## src/rtl/toggle_req_gen.sv

```systemverilog
// toggle_req_gen: turns a raw, bouncing push-button level into single-cycle T pulses.
// Path: two-flop synchroniser -> debouncer -> press/hold/auto-repeat FSM.
// The FSM fires a registered pulse on press and again while the button is held.
// Each emitted pulse is also counted in pulse_cnt.
module toggle_req_gen #(
    parameter int unsigned DEBOUNCE_CYCLES = 4,
    parameter int unsigned REPEAT_DELAY    = 8,
    parameter int unsigned REPEAT_PERIOD   = 4
) (
    input  logic       clk,
    input  logic       rst,
    input  logic       btn_in,
    input  logic       enable,
    output logic       t_out,
    output logic       btn_level,
    output logic [7:0] pulse_cnt
);

    localparam int unsigned DW       = $clog2(DEBOUNCE_CYCLES + 1);
    localparam int unsigned HCNT_MAX = (REPEAT_DELAY > REPEAT_PERIOD) ? REPEAT_DELAY
                                                                      : REPEAT_PERIOD;
    localparam int unsigned HW       = $clog2(HCNT_MAX + 1);

    localparam logic [DW-1:0] DCNT_LAST   = DW'(DEBOUNCE_CYCLES - 1);
    // A zero delay disables auto-repeat, so its terminal value is never consulted.
    localparam logic [HW-1:0] DELAY_LAST  = HW'((REPEAT_DELAY != 0) ? REPEAT_DELAY - 1 : 0);
    localparam logic [HW-1:0] PERIOD_LAST = HW'(REPEAT_PERIOD - 1);
    localparam bit            REPEAT_EN   = (REPEAT_DELAY != 0);

    localparam logic [1:0] ST_IDLE   = 2'd0;
    localparam logic [1:0] ST_HELD   = 2'd1;
    localparam logic [1:0] ST_REPEAT = 2'd2;

    logic          s1;
    logic          s2;
    logic [DW-1:0] dcnt;
    logic [1:0]    state;
    logic [1:0]    state_d;
    logic [HW-1:0] hcnt;
    logic [HW-1:0] hcnt_d;
    logic          fire;
    logic          emit;

    // Two-flop synchroniser for the asynchronous button level.
    always_ff @(posedge clk) begin
        if (rst) begin
            s1 <= 1'b0;
            s2 <= 1'b0;
        end else begin
            s1 <= btn_in;
            s2 <= s1;
        end
    end

    // Debouncer: accept a new level only after DEBOUNCE_CYCLES consecutive differing samples.
    always_ff @(posedge clk) begin
        if (rst) begin
            dcnt      <= '0;
            btn_level <= 1'b0;
        end else if (s2 == btn_level) begin
            dcnt <= '0;
        end else if (dcnt == DCNT_LAST) begin
            btn_level <= s2;
            dcnt      <= '0;
        end else begin
            dcnt <= dcnt + 1'b1;
        end
    end

    // Press / hold / repeat scheduling; a low level always wins over a terminal count.
    always_comb begin
        state_d = state;
        hcnt_d  = hcnt;
        fire    = 1'b0;
        case (state)
            ST_IDLE: begin
                if (btn_level) begin
                    fire    = 1'b1;
                    state_d = ST_HELD;
                    hcnt_d  = '0;
                end
            end
            ST_HELD: begin
                if (!btn_level) begin
                    state_d = ST_IDLE;
                end else if (REPEAT_EN && (hcnt == DELAY_LAST)) begin
                    fire    = 1'b1;
                    state_d = ST_REPEAT;
                    hcnt_d  = '0;
                end else begin
                    hcnt_d = hcnt + 1'b1;
                end
            end
            ST_REPEAT: begin
                if (!btn_level) begin
                    state_d = ST_IDLE;
                end else if (hcnt == PERIOD_LAST) begin
                    fire   = 1'b1;
                    hcnt_d = '0;
                end else begin
                    hcnt_d = hcnt + 1'b1;
                end
            end
            default: begin
                state_d = ST_IDLE;
                hcnt_d  = '0;
            end
        endcase
    end

    // A fire while disabled is dropped, never deferred.
    assign emit = fire & enable;

    // FSM state, registered pulse output and pulse counter.
    always_ff @(posedge clk) begin
        if (rst) begin
            state     <= ST_IDLE;
            hcnt      <= '0;
            t_out     <= 1'b0;
            pulse_cnt <= '0;
        end else begin
            state     <= state_d;
            hcnt      <= hcnt_d;
            t_out     <= emit;
            pulse_cnt <= pulse_cnt + {7'd0, emit};
        end
    end

endmodule

```

## config.mk

```make
export PLATFORM = sky130hd
export DESIGN_NAME = toggle_req_gen
export DESIGN_NICKNAME = d
export VERILOG_FILES = /design/src/rtl/toggle_req_gen.sv
export SDC_FILE = /design/constraint.sdc
export NUM_CORES = 1
export LEC_CHECK = 0
export ABC_AREA = 1
export ABC_CLOCK_PERIOD_IN_PS = 2480
export CAP_MARGIN = 10
export CORE_MARGIN = 2
export CORE_UTILIZATION = 42
export CTS_CLUSTER_DIAMETER = 150
export DETAILED_ROUTE_END_ITERATION = 10
export DONT_BUFFER_PORTS = 1
export GPL_ROUTABILITY_DRIVEN = 0
export SETUP_SLACK_MARGIN = 0.1
export SYNTH_ARGS = -nofsm -noshare
export SYNTH_HDL_FRONTEND = slang
export SYNTH_SLANG_ARGS = --single-unit
```

## constraint.sdc

```tcl
create_clock -name clk -period 2.48 [get_ports clk]
set_input_delay 0.372 -clock clk [delete_from_list [all_inputs] [get_ports clk]]
set_output_delay 0.372 -clock clk [all_outputs]
set_load 0.01 [all_outputs]
```

Word level (Yosys, flattened, before mapping):

Index checks and enable logic that the tools add are counted.

* reductions and logical operators: 5
* mux-type cells: 17
* equal/unequal tests: 11
* bitwise gates (word level): 2
* add/sub/neg operators: 3

Operator list (count)
* 2-to-1 mux 4 bit: 5
* case mux 4 bit (3 select lines): 1
* adder 8 x 1 -> 8 bit: 1
* 2-to-1 mux 2 bit: 4
* inequality test 2 bit, second input constant: 4
* case mux 2 bit (3 select lines): 1
* AND reduction 3 bit: 2
* 2-to-1 mux 1 bit: 5
* adder 4 x 1 -> 4 bit, second input constant: 1
* == test 4 x 2 -> 1 bit, second input constant: 1
* == test 4 x 3 -> 1 bit, second input constant: 1
* adder 3 x 1 -> 3 bit, second input constant: 1
* == test 3 x 2 -> 1 bit, second input constant: 1
* inequality test 3 bit, second input constant: 1
* case mux 1 bit (3 select lines): 1
* OR reduction 3 bit: 1
* == test 2 x 1 -> 1 bit, second input constant: 1
* == test 2 bit, second input constant: 1
* zero test 2 bit: 1
* AND reduction 2 bit: 1
* AND 1 bit: 1
* == test 1 bit: 1
* NOT 1 bit: 1

* word-level logic and storage cells: 46
* register bits: 21

Logic depth before layout (Yosys ltp):

* depth in word-level cells: 6
* gate-level depth with buffers: 14
* depth with buffers taken out: 14

Worst setup path after synthesis:

OpenSTA, ideal clock, no wires.

* kind: flip-flop to flip-flop
* start point: register state[0]
* end point: register pulse_cnt[6]
* data arrival time: 1.716 ns
* buffers on the path: 0
* path slack: 0.645 ns
* cell stages (with the launch flop): 15
* clock period less this slack: 1.835 ns
* cell sequence: dfxtp_1 inv_1 ha_1 inv_1 nand2_1 nand3_1 nand2_1 nand2_1 inv_1 ha_1 ha_1 nand3_1 nor2_1 a21oi_1 nor3_1

* cells in the longest elaborated chain, start to end: 4
* elaborated cells on any way between the ends: 6
* classes of those cells: add/sub: 1; eq/ne: 2; mux: 1; bitwise: 1; reduce/logical: 1

Ends and longest elaborated chain
* start, declared: RTL line 37 `logic [1:0] state;`
* start signal, assigned: RTL line 122 `state <= state_d;`
* == test 2 bit, or another cell as far along: RTL line 75 `case (state)`
* case mux 1 bit (3 select lines) (*): RTL line 75
* AND 1 bit (*): RTL line 112 `assign emit = fire & enable;`
* named net emit: RTL line 42 `logic emit;`
* adder 8 x 1 -> 8 bit (*): RTL line 125 `pulse_cnt <= pulse_cnt + {7'd0, emit};`
* end signal, assigned: RTL line 125
* end, declared: RTL line 16 `output logic [7:0] pulse_cnt`

The timed path passes the listed nets; every way through them passes the cells marked *.
A chain may end at the register's enable or synchronous reset.

Worst setup path after layout:

Same ends and word-level chain as after synthesis.

==> summary.txt <==
Outcome
  • Outcome: completed

Route
  • Number of iterations in the first detailed-routing pass: 4
  • Final ANT Viol Nets: 0
  • WL final: 1790 um
  • Via density: 4.88
  • DR iter-0 viols: 2
  • DR vias: 801
  • DRC errors left: 0
  • WL/cell: 10.9 um

STA
  • Relative slew slack: 79.2%
  • Max Slew Vio Count: 0
  • Setup Skew: 4.03 ps
  • Final hold violation count: 0
  • Final setup fails: 0
  • Fmax: 491 MHz
  • Final period util: 82.1%
  • Period minus WS final: 2030 ps
  • Slew @ Worst Pin: 311 ps
  • Fin worst setup slack: 445 ps
  • RSZ-0062 raised after global routing: false
  • Setup TNS: 0 ps

Power
  • Sw Share: 24.4%
  • Tot Pwr: 0.550 mW
  • Internal power: 0.416 mW
  • Worst IR Drop VDD: 420 uV
  • Reg power frac: 62.4%
  • Clock Power Share: 29.7%
  • PwrDens: 507 nW/um^2
  • Psw: 0.134 mW
  • Comb pwr share: 7.9%
  • Leak: 0.472 nW

Yosys
  • Sequential fraction of the synthesis area: 40.9%
  • YS warnings: 0
  • Syn_area_per_cell: 7.72 um^2
  • Cell count after synthesis: 133
  • Post-synthesis adder-cell area fraction: 12.2%
  • Yosys reg bits: 21
  • Mapped Nets: 147
  • Post-synth cell types: 20
  • Synth top area cells: dfxtp_1 (41%), ha_1 (12%), inv_1 (8.8%)
  • Syn Std Cell Area: 1030 um^2
  • Main combinational cell family by area after synthesis: simple AND/OR/NAND/NOR gates
  • Mux contribution to synthesized area: 0%
  • Compound-cell area share of the yosys netlist: 9.50%
  • Xor-xnor portion of the synthesized cell area: 1.71%
  • Simple-Gate Fraction of Synth Area: 26.2%
  • Leading area contributor after synthesis: dfxtp_1
  • Top cell type's share of synthesized area: 40.9%

Layout
  • Design Area, Final: 1090 um^2
  • Area Growth Syn to Fin: 5.72%
  • Layout cell share with drive strength beyond 1: 8.09%
  • Fin cells: 164
  • Filler cells: 247
  • Diodes inserted: 0
  • Layout Nets: 151

CTS
  • H-tree levels: 1
  • CTS sink cnt: 21
  • Setup Buffers After CTS: 0
  • Worst-path clk slew: 120 ps
  • Clock Latency Late Sink: 300 ps
  • TritonCTS Buffers: 3
  • Root buffer cell: clkbuf_4
  • Deepest clock path buffer count: 2
  • # resized after CTS: 0
  • Hold-fix buffers, CTS: 0
  • CTS tree: built

Floorplan
  • DIE WIDTH: 53.5 um
  • FP Rows: 17
  • Area of the die: 2860 um^2
  • Initial core utilization: 45.6%
  • Core footprint: 2250 um^2
  • Vert. Die Dim: 53.5 um
  • I/O pins: 14

Global route
  • First-pass GRT wire length: 3180 um
  • Number of antenna violations at the first check in global routing: 0
  • Gr usage total: 15.6%
  • Vias in the first global route: 772
  • GRT Residual Overflow: 0
  • Largest net degree at the start of global routing: 14

Min path
  • Hold Crit Depth: 1
  • Worst Hold Class: input port to flip-flop
  • Hold Crit Start: rst
  • WHS Endpoint: hcnt[3]

Run
  • Max-Cap Viols: 0

Critical path
  • R2R depth: 14
  • Origin of the critical flop-to-flop path: state[0]
  • Critical Path AT: 2240 ps
  • Reg-to-reg slack, setup: 450 ps
  • R2r endpoint: pulse_cnt[6]
  • Crit path kind: flip-flop to flip-flop
  • Crit start category: flip-flop
  • CP max FO: 4
  • Worst endpoint required time: 2680 ps
  • Worst Setup End Kind: flip-flop

Placement
  • Port bufs: 0
  • Placed cell area: 1060 um^2
  • DP Wirelength: 1410 um
  • Dpl ws: 448 ps
  • DP Cell Count: 160
-- cell usage in the layout, fill, tap and decap left out --
master and instances:
dfxtp_1 21, nor3_2 1, ha_1 10, o211ai_1 1, clkinv_2 1, inv_1 24, o21ai_0 4, a21oi_1 13
xnor2_1 2, nor3_1 2, nand2_1 18, nand4_1 2, nand3_4 1, nor2_4 1, nand3_1 12, nor2_1 15
inv_2 1, nand2_2 2, o21ai_1 1, nand2_4 1, clkbuf_4 3
-- metrics by stage --
stage          hold slack [ps]  utilization (%)
2_1_floorplan              388                -
3_5_place_dp               403             46.9
3_3_place_gp               391             46.9
5_1_grt                   99.3             48.2
6_report                   122             48.2
4_1_cts                    108             48.2
-- final cells by class --
cell class / count / area (um^2) / area share (%)
flip-flops and latches: 21 / 420 / 38.7
inverters: 25 / 93.8 / 8.64
multi-input cells: 86 / 509 / 46.9
clock inverters: 1 / 5.00 / 0.461
clock buffers: 3 / 22.5 / 2.07
well taps: 28 / 35.0 / 3.23
-- cells in the mapped netlist --
master and count:
o21ai_1 1, nand3_4 1, inv_2 1, nand4_1 2, xnor2_1 2, nand2_4 1, o211ai_1 1, o21ai_0 4
nor3_1 2, a21oi_1 13, dfxtp_1 21, nand2_2 2, nor3_2 1, nand3_1 12, nand2_1 18, clkbuf_1 1
nor2_1 15, inv_1 24, nor2_4 1, ha_1 10
-- state kept, by name (all words and copies together), names as in the netlist --
| name | flops |
|---|---|
| t_out | 1 |
| s2 | 1 |
| s1 | 1 |
| hcnt | 4 |
| state | 2 |
| pulse_cnt | 8 |
| dcnt | 3 |
| btn_level | 1 |
-- worst max path at each step --
| stage | start | to | slack [ps] | depth (start not counted) |
|---|---|---|---|---|
| 2_1_floorplan | state[0] | pulse_cnt[6] | 650 | 14 |
| 3_3_place_gp | state[0] | pulse_cnt[6] | 530 | 14 |
| 3_5_place_dp | state[0] | pulse_cnt[6] | 450 | 14 |
| 4_1_cts | state[0] | pulse_cnt[6] | 420 | 14 |
| 5_1_grt | state[0] | pulse_cnt[6] | 210 | 14 |
| 6_report | state[0] | pulse_cnt[6] | 450 | 14 |
-- worst max-delay path: stages (launching register included) --
cell and delay (ps):
dfxtp_1 370, inv_1 100, ha_1 260, inv_1 110, nand2_1 70, nand3_1 80
nand2_1 50, nand2_1 70, inv_1 40, ha_1 200, ha_1 210, nand3_1 150
nor2_1 60, a21oi_1 120, nor3_1 50
-- layer usage --
layer	part of all wire, %	global-route usage (%)
met2	46	24.3
met4	2.4	9.40
met5	0	0
met1	47	18.5
met3	4.5	5.08
-- cells by family after synthesis --
kind of cell | after synthesis
AOI/OAI and AO/OA | 19
xor gates and xnor gates | 2
adders and majority gates | 10
buffers and inverters | 26
DFF | 21
and+or+nand+nor | 55
-- power groups by stage --
stage | Sequential, mW | Combinational, mW | Clock [mW]
6_report | 0.343 | 0.0434 | 0.163
5_1_grt | 0.344 | 0.0492 | 0.183
4_1_cts | 0.344 | 0.0436 | 0.171
3_5_place_dp | 0.351 | 0.0435 | 0
3_3_place_gp | 0.351 | 0.0426 | 0
2_1_floorplan | 0.351 | 0.0380 | 0
(Power assumes the default switching activity.)
